## config.mk

```make
export PLATFORM = sky130hd
export DESIGN_NAME = sync_fifo_flex_flat
export DESIGN_NICKNAME = d
export VERILOG_FILES = /design/src/rtl/sync_fifo_flex_pkg.sv /design/src/rtl/sync_fifo_flex_if.sv /design/src/rtl/sync_fifo_flex_mem_sdp.sv /design/src/rtl/sync_fifo_flex.sv /design/src/flat_wrapper.sv
export SDC_FILE = /design/constraint.sdc
export NUM_CORES = 1
export LEC_CHECK = 0
export BUFFER_PORTS_ARGS = -buffer_cell sky130_fd_sc_hd__buf_4
export CAP_MARGIN = 30
export CORE_ASPECT_RATIO = 2
export CORE_UTILIZATION = 45
export CTS_CLUSTER_DIAMETER = 30
export DETAILED_ROUTE_END_ITERATION = 12
export GPL_TIMING_DRIVEN = 0
export PLACE_DENSITY = 0.73
export SKIP_LAST_GASP = 1
export SYNTH_ARGS = -nofsm -noshare
export SYNTH_HDL_FRONTEND = slang
export SYNTH_SLANG_ARGS = --single-unit
```

## constraint.sdc

```tcl
create_clock -name clk -period 2.8 [get_ports clk]
set_clock_uncertainty 0.1 [all_clocks]
set_input_delay 0.7 -clock clk [delete_from_list [all_inputs] [get_ports clk]]
set_output_delay 0.7 -clock clk [all_outputs]
set_load 0.005 [all_outputs]
```

## src/rtl/sync_fifo_flex_pkg.sv

```systemverilog
// -----------------------------------------------------------------------------
// fifo_pkg
// Shared definitions for sync_fifo_flex:
//   - ptr_width()    : pointer/count width for a given address width
//   - MODE_STD/FWFT  : read-mode selector values for the FWFT parameter
//   - fifo_flags_t   : the four occupancy flags
//   - decode_flags() : occupancy count -> flags
// -----------------------------------------------------------------------------
package fifo_pkg;

    localparam int MODE_STD  = 0;
    localparam int MODE_FWFT = 1;

    // One extra bit so that a completely full FIFO (count == DEPTH) is
    // representable and so that the pointers can tell full from empty.
    function automatic int ptr_width(input int addrwidth);
        return addrwidth + 1;
    endfunction

    typedef struct packed {
        logic full;
        logic empty;
        logic almost_full;
        logic almost_empty;
    } fifo_flags_t;

    function automatic fifo_flags_t decode_flags(input int count,
                                                 input int depth,
                                                 input int af_level,
                                                 input int ae_level);
        fifo_flags_t f;
        f.full         = (count == depth);
        f.empty        = (count == 0);
        f.almost_full  = (count >= af_level);
        f.almost_empty = (count <= ae_level);
        return f;
    endfunction

endpackage

```

## src/rtl/sync_fifo_flex_if.sv

```systemverilog
// -----------------------------------------------------------------------------
// sync_fifo_flex_if
// Bus bundle between a FIFO user (master) and sync_fifo_flex (slave).
//   I_data_in, I_wren, I_rden        : write data / write request / read request
//   O_data_out, O_valid              : read data and its qualifier
//   full, empty, almost_full,
//   almost_empty, O_count            : occupancy status
// Optional (macro SYNC_FIFO_ERR_FLAGS_EN):
//   I_clr_err, O_overflow, O_underflow : sticky error flags and their clear
//
// Handshake: a write is accepted on a rising clk edge when I_wren=1 and
// full=0; a read is accepted when I_rden=1 and empty=0. Requests made while
// full/empty are dropped without side effects. O_valid qualifies O_data_out:
// in standard mode it pulses for one cycle after each accepted read, in FWFT
// mode it is simply !empty and the head word is presented on O_data_out.
// -----------------------------------------------------------------------------
interface sync_fifo_flex_if #(
    parameter int DATAWIDTH = 8,
    parameter int ADDRWIDTH = 5
);
    logic [DATAWIDTH-1:0] I_data_in;
    logic                 I_wren;
    logic                 I_rden;
    logic [DATAWIDTH-1:0] O_data_out;
    logic                 O_valid;
    logic                 full;
    logic                 empty;
    logic                 almost_full;
    logic                 almost_empty;
    logic [ADDRWIDTH:0]   O_count;
`ifdef SYNC_FIFO_ERR_FLAGS_EN
    logic                 I_clr_err;
    logic                 O_overflow;
    logic                 O_underflow;
`endif

    modport master (
        output I_data_in, I_wren, I_rden,
`ifdef SYNC_FIFO_ERR_FLAGS_EN
        output I_clr_err,
        input  O_overflow, O_underflow,
`endif
        input  O_data_out, O_valid, full, empty, almost_full, almost_empty, O_count
    );

    modport slave (
        input  I_data_in, I_wren, I_rden,
`ifdef SYNC_FIFO_ERR_FLAGS_EN
        input  I_clr_err,
        output O_overflow, O_underflow,
`endif
        output O_data_out, O_valid, full, empty, almost_full, almost_empty, O_count
    );

endinterface

```

## src/rtl/sync_fifo_flex_mem_sdp.sv

```systemverilog
// -----------------------------------------------------------------------------
// fifo_mem_sdp
// Simple dual-port register array: one synchronous write port, one
// asynchronous (combinational) read port. Contents are never reset.
//   i_clk   : write clock
//   i_we    : write enable
//   i_waddr : write address
//   i_wdata : write data
//   i_raddr : read address
//   o_rdata : read data (combinational)
// -----------------------------------------------------------------------------
module fifo_mem_sdp #(
    parameter int DATAWIDTH = 8,
    parameter int ADDRWIDTH = 5
) (
    input  logic                 i_clk,
    input  logic                 i_we,
    input  logic [ADDRWIDTH-1:0] i_waddr,
    input  logic [DATAWIDTH-1:0] i_wdata,
    input  logic [ADDRWIDTH-1:0] i_raddr,
    output logic [DATAWIDTH-1:0] o_rdata
);
    localparam int DEPTH = 1 << ADDRWIDTH;

    logic [DATAWIDTH-1:0] r_mem [DEPTH];

    always_ff @(posedge i_clk) begin
        if (i_we) begin
            r_mem[i_waddr] <= i_wdata;
        end
    end

    assign o_rdata = r_mem[i_raddr];

endmodule

```

## src/rtl/sync_fifo_flex.sv

```systemverilog
// -----------------------------------------------------------------------------
// sync_fifo_flex
// Single-clock FIFO with occupancy count, almost-full/almost-empty
// thresholds and a selectable standard (registered) or first-word-fall-
// through read mode.
//   clk  : rising-edge clock
//   rst  : asynchronous active-high reset
//   bus  : sync_fifo_flex_if.slave (data, requests, output, status flags)
// Optional feature macro: SYNC_FIFO_ERR_FLAGS_EN adds sticky overflow /
// underflow flags with a clear input.
// -----------------------------------------------------------------------------
module sync_fifo_flex
    import fifo_pkg::*;
#(
    parameter int DATAWIDTH = 8,
    parameter int ADDRWIDTH = 5,
    parameter int AF_LEVEL  = 28,
    parameter int AE_LEVEL  = 4,
    parameter int FWFT      = 0
) (
    input  logic             clk,
    input  logic             rst,
    sync_fifo_flex_if.slave  bus
);
    localparam int PW    = ptr_width(ADDRWIDTH);
    localparam int DEPTH = 1 << ADDRWIDTH;

    logic [PW-1:0]        r_wr_ptr;
    logic [PW-1:0]        r_rd_ptr;
    logic [PW-1:0]        r_count;
    fifo_flags_t          w_flags;
    logic                 w_wr_acc;
    logic                 w_rd_acc;
    logic [DATAWIDTH-1:0] w_rd_data;

    // All flags come from the registered count, so they move exactly one
    // cycle after the edge that accepted the write/read.
    assign w_flags  = decode_flags(int'(r_count), DEPTH, AF_LEVEL, AE_LEVEL);
    assign w_wr_acc = bus.I_wren & ~w_flags.full;
    assign w_rd_acc = bus.I_rden & ~w_flags.empty;

    fifo_mem_sdp #(
        .DATAWIDTH (DATAWIDTH),
        .ADDRWIDTH (ADDRWIDTH)
    ) u_mem (
        .i_clk   (clk),
        .i_we    (w_wr_acc),
        .i_waddr (r_wr_ptr[ADDRWIDTH-1:0]),
        .i_wdata (bus.I_data_in),
        .i_raddr (r_rd_ptr[ADDRWIDTH-1:0]),
        .o_rdata (w_rd_data)
    );

    always_ff @(posedge clk or posedge rst) begin
        if (rst) begin
            r_wr_ptr <= '0;
            r_rd_ptr <= '0;
            r_count  <= '0;
        end else begin
            if (w_wr_acc) r_wr_ptr <= r_wr_ptr + PW'(1);
            if (w_rd_acc) r_rd_ptr <= r_rd_ptr + PW'(1);
            r_count <= r_count + PW'(w_wr_acc) - PW'(w_rd_acc);
        end
    end

    // The pointer distance and the separately kept count must never disagree.
    a_count_matches_ptrs : assert property (@(posedge clk) disable iff (rst)
        r_count == PW'(r_wr_ptr - r_rd_ptr));

    assign bus.full         = w_flags.full;
    assign bus.empty        = w_flags.empty;
    assign bus.almost_full  = w_flags.almost_full;
    assign bus.almost_empty = w_flags.almost_empty;
    assign bus.O_count      = r_count;

    generate
        if (FWFT == MODE_FWFT) begin : g_fwft
            // Head word is presented directly. It is forced to zero while
            // empty so the output is defined after reset even though the
            // array itself is never cleared.
            assign bus.O_valid    = ~w_flags.empty;
            assign bus.O_data_out = w_flags.empty ? '0 : w_rd_data;
        end else begin : g_std
            logic [DATAWIDTH-1:0] r_data;
            logic                 r_valid;

            always_ff @(posedge clk or posedge rst) begin
                if (rst) begin
                    r_data  <= '0;
                    r_valid <= 1'b0;
                end else begin
                    r_valid <= w_rd_acc;
                    if (w_rd_acc) r_data <= w_rd_data;
                end
            end

            assign bus.O_valid    = r_valid;
            assign bus.O_data_out = r_data;
        end
    endgenerate

`ifdef SYNC_FIFO_ERR_FLAGS_EN
    logic r_overflow;
    logic r_underflow;

    // Sticky; a new error in the same cycle as a clear wins.
    always_ff @(posedge clk or posedge rst) begin
        if (rst) begin
            r_overflow  <= 1'b0;
            r_underflow <= 1'b0;
        end else begin
            if (bus.I_wren & w_flags.full)       r_overflow <= 1'b1;
            else if (bus.I_clr_err)              r_overflow <= 1'b0;
            if (bus.I_rden & w_flags.empty)      r_underflow <= 1'b1;
            else if (bus.I_clr_err)              r_underflow <= 1'b0;
        end
    end

    assign bus.O_overflow  = r_overflow;
    assign bus.O_underflow = r_underflow;
`endif

endmodule

```

## src/flat_wrapper.sv

```systemverilog
// flat-port wrapper written by rule: the top's interface ports become plain ports
module sync_fifo_flex_flat import fifo_pkg::*;
#(
    parameter int DATAWIDTH = 8,
    parameter int ADDRWIDTH = 5,
    parameter int AF_LEVEL  = 28,
    parameter int AE_LEVEL  = 4,
    parameter int FWFT      = 0
)
  (clk, rst, bus_I_data_in, bus_I_wren, bus_I_rden, bus_O_data_out, bus_O_valid, bus_full, bus_empty, bus_almost_full, bus_almost_empty, bus_O_count);
  sync_fifo_flex_if #(.DATAWIDTH(DATAWIDTH), .ADDRWIDTH(ADDRWIDTH)) bus_i ();
  input  logic clk;
  input  logic rst;
  input wire logic [$bits(bus_i.I_data_in)-1:0] bus_I_data_in;
  input wire logic [$bits(bus_i.I_wren)-1:0] bus_I_wren;
  input wire logic [$bits(bus_i.I_rden)-1:0] bus_I_rden;
  output wire logic [$bits(bus_i.O_data_out)-1:0] bus_O_data_out;
  output wire logic [$bits(bus_i.O_valid)-1:0] bus_O_valid;
  output wire logic [$bits(bus_i.full)-1:0] bus_full;
  output wire logic [$bits(bus_i.empty)-1:0] bus_empty;
  output wire logic [$bits(bus_i.almost_full)-1:0] bus_almost_full;
  output wire logic [$bits(bus_i.almost_empty)-1:0] bus_almost_empty;
  output wire logic [$bits(bus_i.O_count)-1:0] bus_O_count;
  assign bus_i.I_data_in = bus_I_data_in;
  assign bus_i.I_wren = bus_I_wren;
  assign bus_i.I_rden = bus_I_rden;
  assign bus_O_data_out = bus_i.O_data_out;
  assign bus_O_valid = bus_i.O_valid;
  assign bus_full = bus_i.full;
  assign bus_empty = bus_i.empty;
  assign bus_almost_full = bus_i.almost_full;
  assign bus_almost_empty = bus_i.almost_empty;
  assign bus_O_count = bus_i.O_count;
  sync_fifo_flex #(.DATAWIDTH(DATAWIDTH), .ADDRWIDTH(ADDRWIDTH), .AF_LEVEL(AF_LEVEL), .AE_LEVEL(AE_LEVEL), .FWFT(FWFT)) u_core (.clk(clk), .rst(rst), .bus(bus_i));
endmodule
```

After elaboration in Yosys (flattened, before gate mapping)

Memory sizes are Yosys's and may differ from the RTL's. A register that Yosys moved wholly into a read port is not among the register bits.
Index checks and enable logic that the tools add are counted.

Memories: 1
Memory bits (writable): 256
Register bits after elaboration: 19
Output and inout port bits: 19

Reduce and logical (&&, ||, !) cells: 1
Add/sub/neg operators: 4
$lt $le $gt $ge: 2
Bitwise operators: 4
Equal/unequal tests: 1
Mux-type cells: 2

Memory list:

| name               | depth | width | rd ports | clocked after memory_dff | wr ports | line                         | RTL |
|---|---|---|---|---|---|---|---|
| u_core.u_mem.r_mem | 32    | 8     | 1        | 1                        | 1        | sync_fifo_flex_mem_sdp.sv:25 | `logic [DATAWIDTH-1:0] r_mem [DEPTH];` |

Operators by type and width:

| kind                | count |
|---|---|
| $add 6x1->6 const B | 2 |
| $add 6x1->6         | 1 |
| $eq 6x6->1 const B  | 1 |
| $ge 6x5->1 const B  | 1 |
| $le 6x3->1 const B  | 1 |
| $logic_not 6->1     | 1 |
| $sub 6x1->6         | 1 |
| $and 1x1->1         | 2 |
| $mux 1              | 2 |
| $not 1->1           | 2 |

Longest topological paths before layout

Depth in word-level cells: 5
Mapped depth: 14
Mapped depth without buffers: 13

Modules after synthesis

A second synthesis with hierarchy kept.

Cells, all modules: 512
Area total of the unflattened synthesis: 11,188.2 um^2

Modules (own cells, without submodules):

| module         | times used | seq. area each (um^2) | area each (um^2) | cells each |
|---|---|---|---|---|
| fifo_mem_sdp   | 1          | 7,687.4               | 9,893.2          | 409 |
| sync_fifo_flex | 1          | 625.6                 | 1,295.0          | 103 |

Least setup slack after synthesis

OpenSTA, ideal clock, no wires.

Kind: reg2reg
From: register u_core.r_count[2] (netlist: u_core.bus.O_count[2])
To: register u_core.r_count[5] (netlist: u_core.bus.O_count[5])
Buffers on the path: 1
Setup slack: -154 ps
Arrival time: 2,714 ps
Cell stages (with the launch flop): 13
Setup time: 140 ps
Cell sequence: dfrtp_1 inv_1 ha_1 nor4bb_2 nor2b_1 buf_2 ha_1 inv_1 ha_1 a21o_1 a21o_1 a2111oi_0 a311oi_1

RTL lines:

| element                | line                     | RTL |
|---|---|---|
| from (decl)            | sync_fifo_flex.sv:30     | `logic [PW-1:0] r_count;` |
| from (signal assigned) | sync_fifo_flex.sv:62     | `r_count <= r_count + PW'(w_wr_acc) - PW'(w_rd_acc);` |
| $logic_not 6->1        | sync_fifo_flex_pkg.sv:33 | `f.empty = (count == 0);` |
| net bus_empty          | flat_wrapper.sv:20       | `output wire logic [$bits(bus_i.empty)-1:0] bus_empty;` |
| $not 1->1              | sync_fifo_flex.sv:40     | `assign w_rd_acc = bus.I_rden & ~w_flags.empty;` |
| $and 1x1->1            | sync_fifo_flex.sv:40     |  |
| net u_core.w_rd_acc    | sync_fifo_flex.sv:33     | `logic w_rd_acc;` |
| $sub 6x1->6            | sync_fifo_flex.sv:62     |  |

The timed path passes the listed nets, and every way through them passes these cells.
A chain may end at the register's enable or synchronous reset.

Final worst setup path

From: register u_core.r_count[1] (netlist: u_core.bus.O_count[1])
To: memory u_core.u_mem.r_mem[16][1], enable pin

Cells in the longest elaborated chain, start to end: 5

RTL lines:

| element                      | line                         | RTL |
|---|---|---|
| $eq 6x6->1                   | sync_fifo_flex_pkg.sv:32     | `f.full = (count == depth);` |
| $not 1->1                    | sync_fifo_flex.sv:39         | `assign w_wr_acc = bus.I_wren & ~w_flags.full;` |
| $and 1x1->1                  | sync_fifo_flex.sv:39         |  |
| net u_core.u_mem.i_we        | sync_fifo_flex_mem_sdp.sv:17 | `input logic i_we,` |
| $mux 1                       | sync_fifo_flex_mem_sdp.sv:28 | `if (i_we) begin` |
| $mux 1 (implied by the code) | sync_fifo_flex_mem_sdp.sv:29 | `r_mem[i_waddr] <= i_wdata;` |
| to (decl)                    | sync_fifo_flex_mem_sdp.sv:25 |  |

The timed path passes the listed nets, and every way through them passes these cells.

==> impl_metrics.json <==
{
  "status": "complete, but fails checks",
  "violations": "setup timing",
  "final_min_period_over_clock_period_pct": 105,
  "r2r-start": "u_core.bus.O_count[1]",
  "ant_nets": 0,
  "ir_drop_uv": 402,
  "worstPathMaxFanout": 10,
  "die_w_um": 114,
  "ctsRootBufferMaster": "clkbuf_16",
  "area_delta_synth_final_pct": 15.2,
  "vias": 5676,
  "totalPowerFinal_mw": 12.9,
  "remaining_drc_errors": 0,
  "worstMarginPinSlew_ns": 0.728,
  "fin_setup_tns_ns": -19.87,
  "async_flop_share_pct": 8.90,
  "synthTopCellsByArea": "edfxtp_1 (68%), mux4_2 (7.9%), mux2i_1 (5.6%)",
  "grt_pass1_wl_um": 36600,
  "grt_max_degree": 33,
  "fin_nets": 705,
  "netlist.area_leader.share_pct": 67.8,
  "n_antenna_cell": 0,
  "grt.overflow.total": 0,
  "ios": 31,
  "coreArea_um2": 24600,
  "dp_cells": 966,
  "cts_buffers": 25,
  "end_kind": "flop",
  "worst-r2r-setup-slack_ns": -0.15,
  "drv_cap": 0,
  "synth.distinct_cells": 42,
  "max-slew-margin-rel_pct": 51.3,
  "rsz0062_at_grt": "yes",
  "slew_violations": 0,
  "fin_hold_ws_ns": 0.453,
  "grt_pass1_vias": 6302,
  "yosysSeqAreaShare_pct": 73.3,
  "setup_viol": 241,
  "cts_tree": "done",
  "path_clk_slew_ns": 0.07,
  "clk_path_buf_depth": 3,
  "drt_wl_total_um": 24000,
  "viasPerCell": 5.54,
  "ys_ff_latch": 281,
  "min_path_type": "reg2reg",
  "power_density_nw_per_um2": 987,
  "p_leak_nw": 4.47,
  "fin_crit_ns": 2.95,
  "worstReg2RegEnd": "u_core.u_mem.r_mem[16][1]",
  "cp-start-kind": "flop",
  "syn_inst": 602,
  "syn-cell-area_um2": 11300,
  "antenna_found_initial": 0,
  "fmax_mhz": 339,
  "dp_slack_ns": -0.427,
  "setup_ws_ns": -0.151,
  "synth_nets": 632,
  "h-tree-depth": 1,
  "synth-edff-count": 256,
  "crit_type": "reg2reg",
  "dp_hpwl_um": 16300,
  "drive_gt1_share_pct": 28.3,
  "final_common_cell": "edfxtp_1",
  "grt_usage_pct": 19.6,
  "io_buffers": 30,
  "drt_iter0_drc": 359,
  "initial_core_util_pct": 46.0,
  "hold_end": "u_core.r_rd_ptr[4]",
  "clkLatencyLatePin_ns": 0.53,
  "hold_depth": 1,
  "rows": 81,
  "worstRegToRegCells": 4,
  "final_cell_mix": "edfxtp_1 (256), mux2i_1 (64), buf_4 (49)",
  "firstDrtPassIters": 5,
  "finalHoldViolCount": 0,
  "hold_start": "u_core.r_rd_ptr[4]",
  "die_area_um2": 25900,
  "critPathRequiredTime_ns": 2.86,
  "synth-main-ff-cell": "edfxtp_1",
  "cp.arrival_ns": 3.01,
  "synth_area_per_cell_um2": 18.8,
  "yosysWarnings": 0,
  "die_h_um": 227,
  "synth_top_area_cell": "edfxtp_1",
  "cts_sinks": 281,
  "wl_per_cell_um": 23.4,
  "place_congestion": 0.897,
  "final_cells": 1025
}
## Yosys cell counts (2+ instances only)
| cell type | number |
|---|---|
| buf_4 | 6 |
| edfxtp_1 | 256 |
| xor2_1 | 2 |
| buf_6 | 7 |
| ha_1 | 17 |
| nand2_1 | 18 |
| or3_1 | 9 |
| nor2b_1 | 2 |
| nand3b_1 | 4 |
| nand3_1 | 2 |
| mux4_2 | 40 |
| o22a_1 | 8 |
| a21o_1 | 3 |
| mux2_2 | 2 |
| dfrtp_1 | 25 |
| inv_1 | 17 |
| buf_2 | 8 |
| nand4_1 | 4 |
| o2111ai_1 | 8 |
| mux2i_1 | 64 |
| clkbuf_1 | 5 |
| o221a_1 | 8 |
| o22ai_1 | 16 |
| nand3b_2 | 2 |
| nor2_1 | 44 |
| xnor2_1 | 9 |
## critical path: stages, from the launching register on
cell     delay (ns)
dfrtp_1        0.53
nor2_1         0.14
a31oi_2        0.64
nand2_1        0.58
nor2_2         0.59
## repair_timing
action,in CTS,in global routing
buffers inserted,5,8
resized for setup,23,23
hold buffers,1,0
endpoints found under the setup margin,261,260
hold endpoints to repair,3,0
pin swaps,1,4
## layer usage
layer	global-route usage (%)	vias to the layer above	share of wire (%)
met1	19.6	2917	33
met5	0	-	0
met2	37.8	155	59
met3	1.87	64	3.2
li1	-	2540	-
met4	12.6	0	5.6
## metrics by stage
stage / util (%) / area [um2]
detailed placement: 48.9 / 12000
global route: 53.1 / 13100
floorplan: - / 11400
finish: 53.1 / 13100
global placement: 48.7 / 12000
CTS: 52.5 / 12900
## final cells by class
cell class                 count  area [um2]
multi-input combinational    276        2910
inverter                      17        63.8
clock buffer                  29         641
clock inverter                16         131
sequential                   281        8310
buffer                        28         228
timing repair buffer          46         365
fill                        1854       11600
tap                          332         415
## worst max path at each step
stage / from / endpoint / slack (ns) / cells after the start
detailed placement: u_core.bus.O_count[4] / u_core.bus.O_count[5] / -0.43 / 12
global placement: u_core.bus.O_count[4] / u_core.bus.O_count[4] / -0.31 / 14
CTS: u_core.bus.O_count[4] / u_core.u_mem.r_mem[23][2] / -0.19 / 5
floorplan: u_core.bus.O_count[4] / u_core.bus.O_count[4] / 0.004 / 14
finish: u_core.bus.O_count[1] / u_core.u_mem.r_mem[16][1] / -0.15 / 4
global route: u_core.bus.O_count[4] / u_core.u_mem.r_mem[23][2] / -0.23 / 5
## flip-flops by register name, summed over array words and instances, names as in the netlist
| signal | flops |
|---|---|
| u_core.bus.O_count | 6 |
| u_core.bus.O_data_out | 8 |
| u_core.bus.O_valid | 1 |
| u_core.r_rd_ptr | 5 |
| u_core.r_wr_ptr | 5 |
| u_core.u_mem.r_mem | 256 |
## power by group
group / internal [mW] / switching, mW
sequential: 5.02 / 0.228
clock: 1.77 / 1.51
combinational: 2.01 / 2.36
## cells by family after synthesis
family          share of synthesized area (%)
flops                                    73.3
mux                                      13.8
simple gates                             3.91
compound gates                           3.62
buf+inv                                  2.48
fa+ha+maj                                2.05
xor+xnor                                0.850
Power figures use the tool's default switching activity.
